===== src/rtl/custom_types.sv =====
// Shared core types: the 8-bit instruction word and the fetch FSM state encoding.
package custom_types;

    localparam int INSTR_W = 8;

    typedef struct packed {
        logic [3:0] opcode;
        logic [3:0] operand;
    } instruction_t;

    typedef enum logic [1:0] {
        F_IDLE  = 2'd0,
        F_REQ   = 2'd1,
        F_DRAIN = 2'd2,
        F_VALID = 2'd3
    } fetch_state_t;

endpackage


===== src/rtl/instruction_fetch_unit.sv =====
// Instruction fetch: owns the PC, fetches one word at a time over req/ack and
// hands it to decode over valid/ready, honouring redirects from execute.
module instruction_fetch_unit
    import custom_types::*;
#(
    parameter int              PC_W     = 8,
    parameter logic [PC_W-1:0] RESET_PC = '0
) (
    input  logic               clk,
    input  logic               rst,
    output logic               imem_req,
    output logic [PC_W-1:0]    imem_addr,
    input  logic [INSTR_W-1:0] imem_rdata,
    input  logic               imem_ack,
    output logic               instr_valid,
    input  logic               instr_ready,
    output instruction_t       instr,
    output logic [PC_W-1:0]    instr_pc,
    input  logic               redirect_valid,
    input  logic [PC_W-1:0]    redirect_target
);

    // Handshakes: a memory transaction completes on the cycle imem_ack is high
    // while imem_req is high; an instruction transfers on instr_valid && instr_ready.
    // Neither side may change its offered payload until the transfer happens.
    fetch_state_t    state;
    logic [PC_W-1:0] pc;
    logic [PC_W-1:0] pend_pc;

    always_ff @(posedge clk or posedge rst) begin
        if (rst) begin
            state       <= F_IDLE;
            imem_req    <= 1'b0;
            imem_addr   <= RESET_PC;
            instr_valid <= 1'b0;
            instr       <= '0;
            instr_pc    <= '0;
            pc          <= RESET_PC;
            pend_pc     <= '0;
        end else begin
            case (state)
                F_IDLE: begin
                    imem_req  <= 1'b1;
                    imem_addr <= redirect_valid ? redirect_target : pc;
                    state     <= F_REQ;
                end

                F_REQ: begin
                    if (imem_ack && !redirect_valid) begin
                        instr       <= instruction_t'(imem_rdata);
                        instr_pc    <= imem_addr;
                        pc          <= imem_addr + 1'b1;
                        instr_valid <= 1'b1;
                        imem_req    <= 1'b0;
                        state       <= F_VALID;
                    end else if (imem_ack) begin
                        // Returned word belongs to the old path: start the target fetch at once.
                        imem_addr <= redirect_target;
                    end else if (redirect_valid) begin
                        // The bus cannot abort, so let the stale fetch finish before retargeting.
                        pend_pc <= redirect_target;
                        state   <= F_DRAIN;
                    end
                end

                F_DRAIN: begin
                    if (imem_ack) begin
                        imem_addr <= redirect_valid ? redirect_target : pend_pc;
                        state     <= F_REQ;
                    end else if (redirect_valid) begin
                        pend_pc <= redirect_target;
                    end
                end

                F_VALID: begin
                    if (redirect_valid) begin
                        instr_valid <= 1'b0;
                        imem_req    <= 1'b1;
                        imem_addr   <= redirect_target;
                        state       <= F_REQ;
                    end else if (instr_ready) begin
                        instr_valid <= 1'b0;
                        imem_req    <= 1'b1;
                        imem_addr   <= pc;
                        state       <= F_REQ;
                    end
                end

                default: state <= F_IDLE;
            endcase
        end
    end

`ifndef SYNTHESIS
    a_addr_stable: assert property (@(posedge clk) disable iff (rst)
        imem_req && !imem_ack |=> imem_req && $stable(imem_addr));

    a_instr_stable: assert property (@(posedge clk) disable iff (rst)
        instr_valid && !instr_ready && !redirect_valid |=>
            instr_valid && $stable(instr) && $stable(instr_pc));

    a_ack_needs_req: assert property (@(posedge clk) disable iff (rst)
        !(imem_ack && !imem_req));
`endif

endmodule


===== config.mk =====
export PLATFORM = sky130hd
export DESIGN_NAME = instruction_fetch_unit
export DESIGN_NICKNAME = d
export VERILOG_FILES = /design/src/rtl/custom_types.sv /design/src/rtl/instruction_fetch_unit.sv
export SDC_FILE = /design/constraint.sdc
export NUM_CORES = 1
export LEC_CHECK = 0
export CAP_MARGIN = 20
export CORE_AREA = 2 2 71 89
export CTS_BUF_LIST = sky130_fd_sc_hd__clkbuf_16
export DETAILED_ROUTE_END_ITERATION = 12
export DIE_AREA = 0 0 73 91
export SYNTH_ARGS = -nofsm -noshare
export SYNTH_HDL_FRONTEND = slang
export SYNTH_SLANG_ARGS = --single-unit

===== constraint.sdc =====
create_clock -name clk -period 5.6 [get_ports clk]
set_input_delay 1.12 -clock clk [delete_from_list [all_inputs] [get_ports clk]]
set_output_delay 1.12 -clock clk [all_outputs]
set_load 0.005 [all_outputs]

==> results of run 1 <==
==> per-layer routing <==
layer	vias to the layer above	share of wire (%)	GRT usage [%]
met5	-	0	0
met4	0	1.8	6.33
met3	9	4.1	3.44
met2	41	46	23.9
met1	853	48	19.9
li1	905	-	-
==> flip-flops by register name (all words and copies together) (netlist names) <==
register / flops
imem_addr: 8
imem_req: 1
instr: 8
instr_pc: 8
instr_valid: 1
pc: 8
pend_pc: 8
state: 2
==> Yosys cell counts <==
| cell type | number | area share [%] |
|---|---|---|
| o32a_1 | 2 | 0.89 |
| o41ai_1 | 8 | 3.1 |
| nor2b_1 | 6 | 1.7 |
| nand3b_1 | 1 | 0.33 |
| a211oi_1 | 8 | 2.7 |
| nor3b_1 | 1 | 0.33 |
| or4_1 | 2 | 0.67 |
| o32ai_1 | 1 | 0.39 |
| mux2_2 | 14 | 7.0 |
| or3_1 | 2 | 0.56 |
| xor2_1 | 2 | 0.78 |
| nand2b_1 | 1 | 0.28 |
| clkinv_1 | 1 | 0.17 |
| a221oi_1 | 8 | 3.1 |
| inv_1 | 7 | 1.2 |
| o21ai_0 | 8 | 1.8 |
| xnor2_1 | 2 | 0.78 |
| and3b_1 | 1 | 0.39 |
| a221o_1 | 1 | 0.44 |
| o2bb2ai_1 | 1 | 0.39 |
| nor3_1 | 1 | 0.22 |
| a2111oi_0 | 1 | 0.39 |
| nand4bb_1 | 1 | 0.50 |
| nand3_1 | 3 | 0.67 |
| a211o_1 | 1 | 0.39 |
| dfrtp_1 | 44 | 49 |
| buf_2 | 6 | 1.3 |
| clkbuf_1 | 8 | 1.3 |
| nor2_1 | 3 | 0.50 |
| a21o_1 | 1 | 0.33 |
| o311ai_0 | 1 | 0.39 |
| and2_1 | 7 | 1.9 |
| nand2_1 | 60 | 10 |
| a31oi_1 | 2 | 0.56 |
| ha_1 | 5 | 2.8 |
| o31ai_1 | 8 | 2.7 |
| buf_1 | 1 | 0.17 |
==> power groups by stage <==
stage                     sequential [mW]  clock [mW]  combinational (mW)
after detailed placement            0.604           0               0.686
after floorplan                     0.577           0               0.417
after CTS                           0.602       0.333               0.687
final                               0.599       0.325               0.677
after global routing                0.623       0.346               0.752
after global placement              0.606           0               0.677
==> stage by stage <==
stage	util [%]	setup slack [ns]	area (µm²)	cells
detailed placement	47.5	1.67	2750	329
CTS	50.3	1.97	2910	337
floorplan	-	3.18	2250	230
global placement	47.5	1.73	2750	329
finish	50.3	1.99	2910	337
global route	50.3	1.78	2910	337
==> critical path: cells and delay by family <==
family / cells / cell delay [ns]
compound gates: 1 / 0.30
buf+inv: 1 / 0.96
simple gates: 2 / 1.41
==> layout by cell type, fill, tap and decap left out, types with 3 or more instances in the layout <==
cell type        synthesis  layout
dfrtp_1                 44      44
and2_1                   7       7
nor2_1                   3       3
clkdlybuf4s50_1          0      46
clkbuf_16                0       5
nand2_1                 60      60
a221oi_1                 8       8
o31ai_1                  8       8
o41ai_1                  8       8
inv_1                    7       7
o21ai_0                  8       8
a211oi_1                 8       8
mux2_2                  14      14
ha_1                     5       5
nor2b_1                  6       6
nand3_1                  3       3
==> worst paths after layout <==
path | depth (start not counted) | startpoint | end
setup / recovery | 4 | redirect_valid | imem_addr[2]$_DFFE_PP0P_
hold / removal | 2 | instr_pc[3]$_DFFE_PP0P_ | instr_pc[3]$_DFFE_PP0P_
setup reg to reg | 4 | state[0]$_DFFE_PP0P_ | imem_addr[2]$_DFFE_PP0P_
hold reg to reg | 2 | instr_pc[3]$_DFFE_PP0P_ | instr_pc[3]$_DFFE_PP0P_
max in group asynchronous | 3 | rst | instr_pc[4]$_DFFE_PP0P_
min in group asynchronous | 3 | rst | instr[7]$_DFFE_PP0P_
==> final cells by class <==
type | instances | area (µm²) | area share, %
Clock buffer | 5 | 125 | 4.30
Clock inverter | 3 | 38.8 | 1.33
Inverter | 8 | 30.0 | 1.03
Multi-Input combinational cell | 163 | 1060 | 36.3
Sequential cell | 44 | 1100 | 37.8
Tap cell | 66 | 82.6 | 2.84
Timing Repair Buffer | 48 | 475 | 16.3
==> cells by family after synthesis <==
kind of cell / count (synthesis)
flops: 44
compound gates: 51
mux: 14
buf+inv: 23
xor+xnor: 4
fa+ha+maj: 5
simple gates: 89
==> impl_metrics.ini, run 1 <==
[layout]
nFillCells = 548
final_layout_size_suffix_gt1_share_pct = 8.49
antenna_cells = 0
nets = 296
syn2layout_area_growth_pct = 29.2

[power]
seqPwrFrac_pct = 37.4
swShare_pct = 34.0
p_total_mw = 1.60
p_int_mw = 1.06
clockPowerShare_pct = 20.3
p_sw_mw = 0.543
combPwrFrac_pct = 42.3
powerDensity_mw_per_mm2 = 550
vdd_drop_max_mv = 0.203
leakagePower_nw = 1.26

[critical_path]
end_kind = flop
crit_path_start_kind = primary input
required_ns = 5.79
cp.arrival_ns = 3.80
max_stage_delay_ns = 0.96
crit_slowest_cell = clkdlybuf4s50_1
crit_chain = clkdlybuf4s50_1 > and3b_1 > or4_1 > o31ai_1
crit_type = primary input to flop
rrSetupSlack_ns = 3.08
critical_path.max_fanout = 31

[min_path]
hp-class = flop to flop

[sta]
fin_crit_ns = 3.61
tightest_slew_ns = 1.05
fmax_ghz = 0.277
setup-tns-final_ns = 0
whs_ns = 0.470
max-slew-margin-rel_pct = 30.1
rsz0062_at_grt = no
skew_ns = 0.00707
drv_slew = 0
hold_violations = 0
setup_viol = 0
timing.final.crit_share_pct = 64.4

[drt]
drc_errors = 0
drt_pass1_iterations = 4
dr_total_vias = 1808
drt_wl_total_mm = 4.84
routed_via_density = 5.36
drt_iter0_drc = 97
avgRoutedWirePerCell_um = 14.4
ant_nets = 0

[synth]
synthesis.area_mm2 = 0.00225
synthAdderAreaFrac_pct = 2.78
synth.net_count = 256
synth_cells = 230
synth_compound_area_share_pct = 17.5
synth.yosys.seq_area_share_pct = 48.9
ys_ff_latch = 44
synthXorXnorAreaFrac_pct = 1.56
yosysWarningCount = 0
synth_top_family_by_area = simple AND/OR/NAND/NOR gates
synth-simple-area-share_pct = 18.1
muxShareOfSynthArea_pct = 7.00
ys_types = 37
synth_area_per_cell_um2 = 9.79

[floorplan]
start_util_pct = 38.9
core_mm2 = 0.00578
dieHeight_um = 91
io-pin-count = 47
die_x_um = 73
rows = 31
die-area_mm2 = 0.00664

[clock_tree]
clk_latency_ns = 0.28
cts_hold_buf = 0
root_buffer = clkbuf_16
htree_levels = 2
numCtsBuffers = 5
path_clk_slew_ns = 0.06
cts-resized-gates = 0
clock-sinks = 44
cts_tree = built
post-cts-setup-buffers = 0
cts_buffer_depth = 2

[global_route]
grt_max_degree = 45
first_global_vias = 1682
grt_pass1_wl_mm = 7.98
antenna_found_initial = 0
track_usage_pct = 15.2
grt_overflow = 0

[placement]
io_buffers = 46
hpwl_mm = 3.44
place_congestion = 0.774

[run_status]
status = finished clean

[flow_run]
drv_cap = 0
Power figures use the tool's default switching activity.
==> inputs of run 2 (changes only) <==
Clock period 5.6 ns to 3.5 ns, I/O delays scaled along.
==> impl_metrics.ini, run 2 (same netlist as run 1, synthesis figures left out) <==
[run_status]
status = finished clean

[critical_path]
worstReg2RegEnd = imem_addr[5]$_DFFE_PP0P_
crit_path_start_kind = primary input
critical_path.max_fanout = 11
crit_chain = clkdlybuf4s50_1 > and3b_1 > or4_1 > o31ai_1
crit_slowest_cell = or4_1
end_kind = flop
worstReg2RegStart = state[0]$_DFFE_PP0P_
crit_type = primary input to flop
reg2regPathDepth = 4
critPathLaunch = imem_ack
max_stage_delay_ns = 0.70
cp.arrival_ns = 2.64
rrSetupSlack_ns = 1.33
required_ns = 3.69

[global_route]
grt_overflow = 0
antenna_found_initial = 0
grt_max_degree = 45
grt_pass1_wl_mm = 8.38
track_usage_pct = 16.0
first_global_vias = 1669

[sta]
skew_ns = 0.00407
fmax_ghz = 0.408
timing.final.crit_share_pct = 70.1
max-slew-margin-rel_pct = 46.7
fin_crit_ns = 2.45
hold_violations = 0
tightest_slew_ns = 0.798
setup-tns-final_ns = 0
drv_slew = 0
rsz0062_at_grt = no
setup_viol = 0

[drt]
drc_errors = 0
drt_wl_total_mm = 4.98
drt_pass1_iterations = 4
avgRoutedWirePerCell_um = 14.6
ant_nets = 0
drt_iter0_drc = 106
routed_via_density = 5.32
dr_total_vias = 1809

[placement]
placed_cell_area_mm2 = 0.00277
place_inst = 332
hpwl_mm = 3.64
io_buffers = 46
place_congestion = 0.781

[clock_tree]
clock-sinks = 44
path_clk_slew_ns = 0.06
cts_buffer_depth = 2
cts_tree = built
numCtsBuffers = 5
clk_latency_ns = 0.28
post-cts-setup-buffers = 0
cts-resized-gates = 0
htree_levels = 2
cts_hold_buf = 0
root_buffer = clkbuf_16

[floorplan]
start_util_pct = 38.9
dieHeight_um = 91
rows = 31
core_mm2 = 0.00578
io-pin-count = 47
die-area_mm2 = 0.00664
die_x_um = 73

[layout]
final_common_cell = nand2_1
nets = 299
fin_util_pct = 50.7
antenna_cells = 0
fin_area_mm2 = 0.00293
layout_common_cells = 60 x nand2_1, 46 x clkdlybuf4s50_1, 44 x dfrtp_1
final_layout_size_suffix_gt1_share_pct = 9.49
fin_cells = 340
syn2layout_area_growth_pct = 30.2

[power]
vdd_drop_max_mv = 0.362
leakagePower_nw = 1.28
powerDensity_mw_per_mm2 = 878
p_total_mw = 2.57

[flow_run]
drv_cap = 0

[min_path]
min_from = instr_pc[0]$_DFFE_PP0P_
hp-class = flop to flop
min_to = instr_pc[0]$_DFFE_PP0P_
whs_path_depth = 2
==> run 2: changes by cell type in the layout (fill, tap and decap cells not counted), sizes merged <==
| cell | delta |
|---|---|
| buf | +3 |
==> run 2: cell type report <==
| type | instances | area (µm²) |
|---|---|---|
| Clock buffer | 5 | 125 |
| Clock inverter | 3 | 38.8 |
| Fill cell | 545 | 2850 |
| Inverter | 8 | 30.0 |
| Multi-Input combinational cell | 163 | 1060 |
| Sequential cell | 44 | 1100 |
| Tap cell | 66 | 82.6 |
| Timing Repair Buffer | 51 | 498 |
==> run 2: metal layers <==
metal | vias up | track usage [%] | routed length, µm
li1 | 908 | - | -
met1 | 855 | 21.4 | 2270
met2 | 40 | 26.0 | 2500
met3 | 6 | 2.55 | 160
met4 | 0 | 5.25 | 45
met5 | - | 0 | 0
==> run 2: stage by stage <==
stage                     worst slack (ns)  hold slack, ns
after global placement               0.815           0.457
after floorplan                       1.50           0.438
final                                 1.05           0.472
after CTS                             1.05           0.479
after global routing                 0.913           0.491
after detailed placement             0.779           0.464
==> run 2: how the worst max path moves through the flow <==
stage | cells past startpoint | to | slack (ns)
after global routing | 4 | imem_addr[2]$_DFFE_PP0P_ | 0.91
after floorplan | 5 | imem_addr[0]$_DFFE_PP0P_ | 1.50
final | 4 | imem_addr[5]$_DFFE_PP0P_ | 1.05
after detailed placement | 4 | imem_addr[5]$_DFFE_PP0P_ | 0.78
after CTS | 4 | imem_addr[7]$_DFFE_PP0P_ | 1.05
after global placement | 4 | imem_addr[4]$_DFFE_PP0P_ | 0.81
==> run 2: power breakdown <==
group          total, mW  switching [mW]  internal (mW)
registers          0.960           0.203          0.758
clock network      0.516           0.183          0.333
logic               1.10           0.491          0.607
==> run 2: worst max-delay path: cells and delay by family <==
| kind | cells | cell delay (ns) |
|---|---|---|
| and+or+nand+nor | 2 | 1.07 |
| buffers and inverters | 1 | 0.58 |
| AOI/OAI and AO/OA | 1 | 0.28 |
==> inputs of run 3 (changes only) <==
Settings changed: PLACE_DENSITY set to 0.66.
Clock period 3.5 ns to 2.15 ns, I/O delays scaled along.
==> impl_metrics.ini, run 3 (same netlist as run 1, synthesis figures left out) <==
[power]
p_total_mw = 4.34
leakagePower_nw = 1.34
powerDensity_mw_per_mm2 = 1430
vdd_drop_max_mv = 0.492

[critical_path]
max_stage_delay_ns = 0.67
cp.arrival_ns = 2.16
crit_chain = ha_1 > and3b_1 > or4_1 > o31ai_1
reg2regPathDepth = 4
critical_path.max_fanout = 8
crit_type = flop to flop
crit_slowest_cell = or4_1
crit_family = simple AND/OR/NAND/NOR gates
critPathLaunch = state[0]$_DFFE_PP0P_
critPathBufInv = 0
rrSetupSlack_ns = 0.17
worstReg2RegEnd = imem_addr[0]$_DFFE_PP0P_
crit_end = imem_addr[0]$_DFFE_PP0P_
worstReg2RegStart = state[0]$_DFFE_PP0P_
cp_num_cells = 4
required_ns = 2.34
end_kind = flop
crit_path_start_kind = flop

[sta]
hold_violations = 0
fin_crit_ns = 1.98
max-slew-margin-rel_pct = 63.0
setup_viol = 0
tightest_slew_ns = 0.554
rsz0062_at_grt = no
drv_slew = 0
timing.final.crit_share_pct = 91.9
whs_ns = 0.470
skew_ns = 0.00689
fmax_ghz = 0.506

[layout]
regArea_mm2 = 0.00110
final_common_cell = nand2_1
nFillCells = 546
nets = 312
final_layout_size_suffix_gt1_share_pct = 13.6
syn2layout_area_growth_pct = 35.3
fin_cells = 353
layout_common_cells = 60 x nand2_1, 46 x clkdlybuf4s50_1, 44 x dfrtp_1
multi_input_area_mm2 = 0.00106
antenna_cells = 0

[floorplan]
die_x_um = 73
start_util_pct = 38.9
core_mm2 = 0.00578
io-pin-count = 47
die-area_mm2 = 0.00664
dieHeight_um = 91
rows = 31

[clock_tree]
post-cts-setup-buffers = 0
cts_buffer_depth = 2
clock-sinks = 44
numCtsBuffers = 5
clk_latency_ns = 0.28
cts-resized-gates = 0
cts_hold_buf = 0
cts_tree = built
htree_levels = 2
path_clk_slew_ns = 0.06
root_buffer = clkbuf_16

[drt]
dr_total_vias = 1877
drt_iter0_drc = 189
routed_via_density = 5.32
drt_pass1_iterations = 4
avgRoutedWirePerCell_um = 14.3
ant_nets = 0
drc_errors = 0
drt_wl_total_mm = 5.03

[global_route]
grt_overflow = 0
antenna_found_initial = 0
track_usage_pct = 16.9
first_global_vias = 1866
grt_pass1_wl_mm = 8.87
grt_max_degree = 45

[min_path]
min_from = instr[4]$_DFFE_PP0P_
hp-class = flop to flop

[placement]
place_congestion = 0.796
place_inst = 345
io_buffers = 46
hpwl_mm = 3.72

[run_status]
status = finished clean

[flow_run]
drv_cap = 0
[run 3: changes by cell type in the layout (fill, tap and decap cells not counted)]
| cell | change |
|---|---|
| buf_4 | +12 |
| buf_12 | +1 |
| clkinv_2 | -1 |
| clkinv_4 | +1 |
| inv_1 | -1 |
| clkinv_1 | +1 |
[run 3: worst reg2reg max path, cell delays in order, from the launching register on]
cell,delay [ns]
dfrtp_1,0.44
ha_1,0.26
and3b_1,0.20
or4_1,0.67
o31ai_1,0.31
[run 3: through the flow]
stage	cell area, µm²	TNS (ns)	util (%)	worst slack (ns)
floorplan	2250	0	-	0.231
global placement	2880	-0.0480	49.8	-0.0120
detailed placement	2880	-0.230	49.8	-0.0706
CTS	3050	0	52.7	0.157
global route	3050	0	52.7	0.0776
finish	3050	0	52.7	0.174
[run 3: metal layers]
layer	global-route usage (%)	part of all wire, %	vias up
met3	3.11	3.6	7
li1	-	-	938
met5	0	0	-
met1	22.3	45	884
met4	7.10	2.1	0
met2	26.8	49	48
[run 3: area by class of cell]
class,count,share of cell area [%]
clock inverter,3,1.40
clock buffer,5,4.11
multi-input combinational,163,34.7
timing repair buffer,64,20.0
inverter,8,0.986
sequential,44,36.2
tap,66,2.71
[run 3: where the power goes]
part | leakage [nW] | switching [mW] | internal (mW)
Clock | 0.0814 | 0.309 | 0.546
Combinational | 0.720 | 0.831 | 1.10
Sequential | 0.540 | 0.321 | 1.23
[run 3: worst min path at each step]
stage / endpoint / slack (ns) / cells after the start
after floorplan: pc[1]$_DFFE_PP0P_ / 0.44 / 2
after global placement: instr[1]$_DFFE_PP0P_ / 0.46 / 2
after detailed placement: instr[4]$_DFFE_PP0P_ / 0.46 / 2
after CTS: instr[4]$_DFFE_PP0P_ / 0.48 / 2
after global routing: instr_pc[4]$_DFFE_PP0P_ / 0.51 / 2
final: instr[4]$_DFFE_PP0P_ / 0.47 / 2
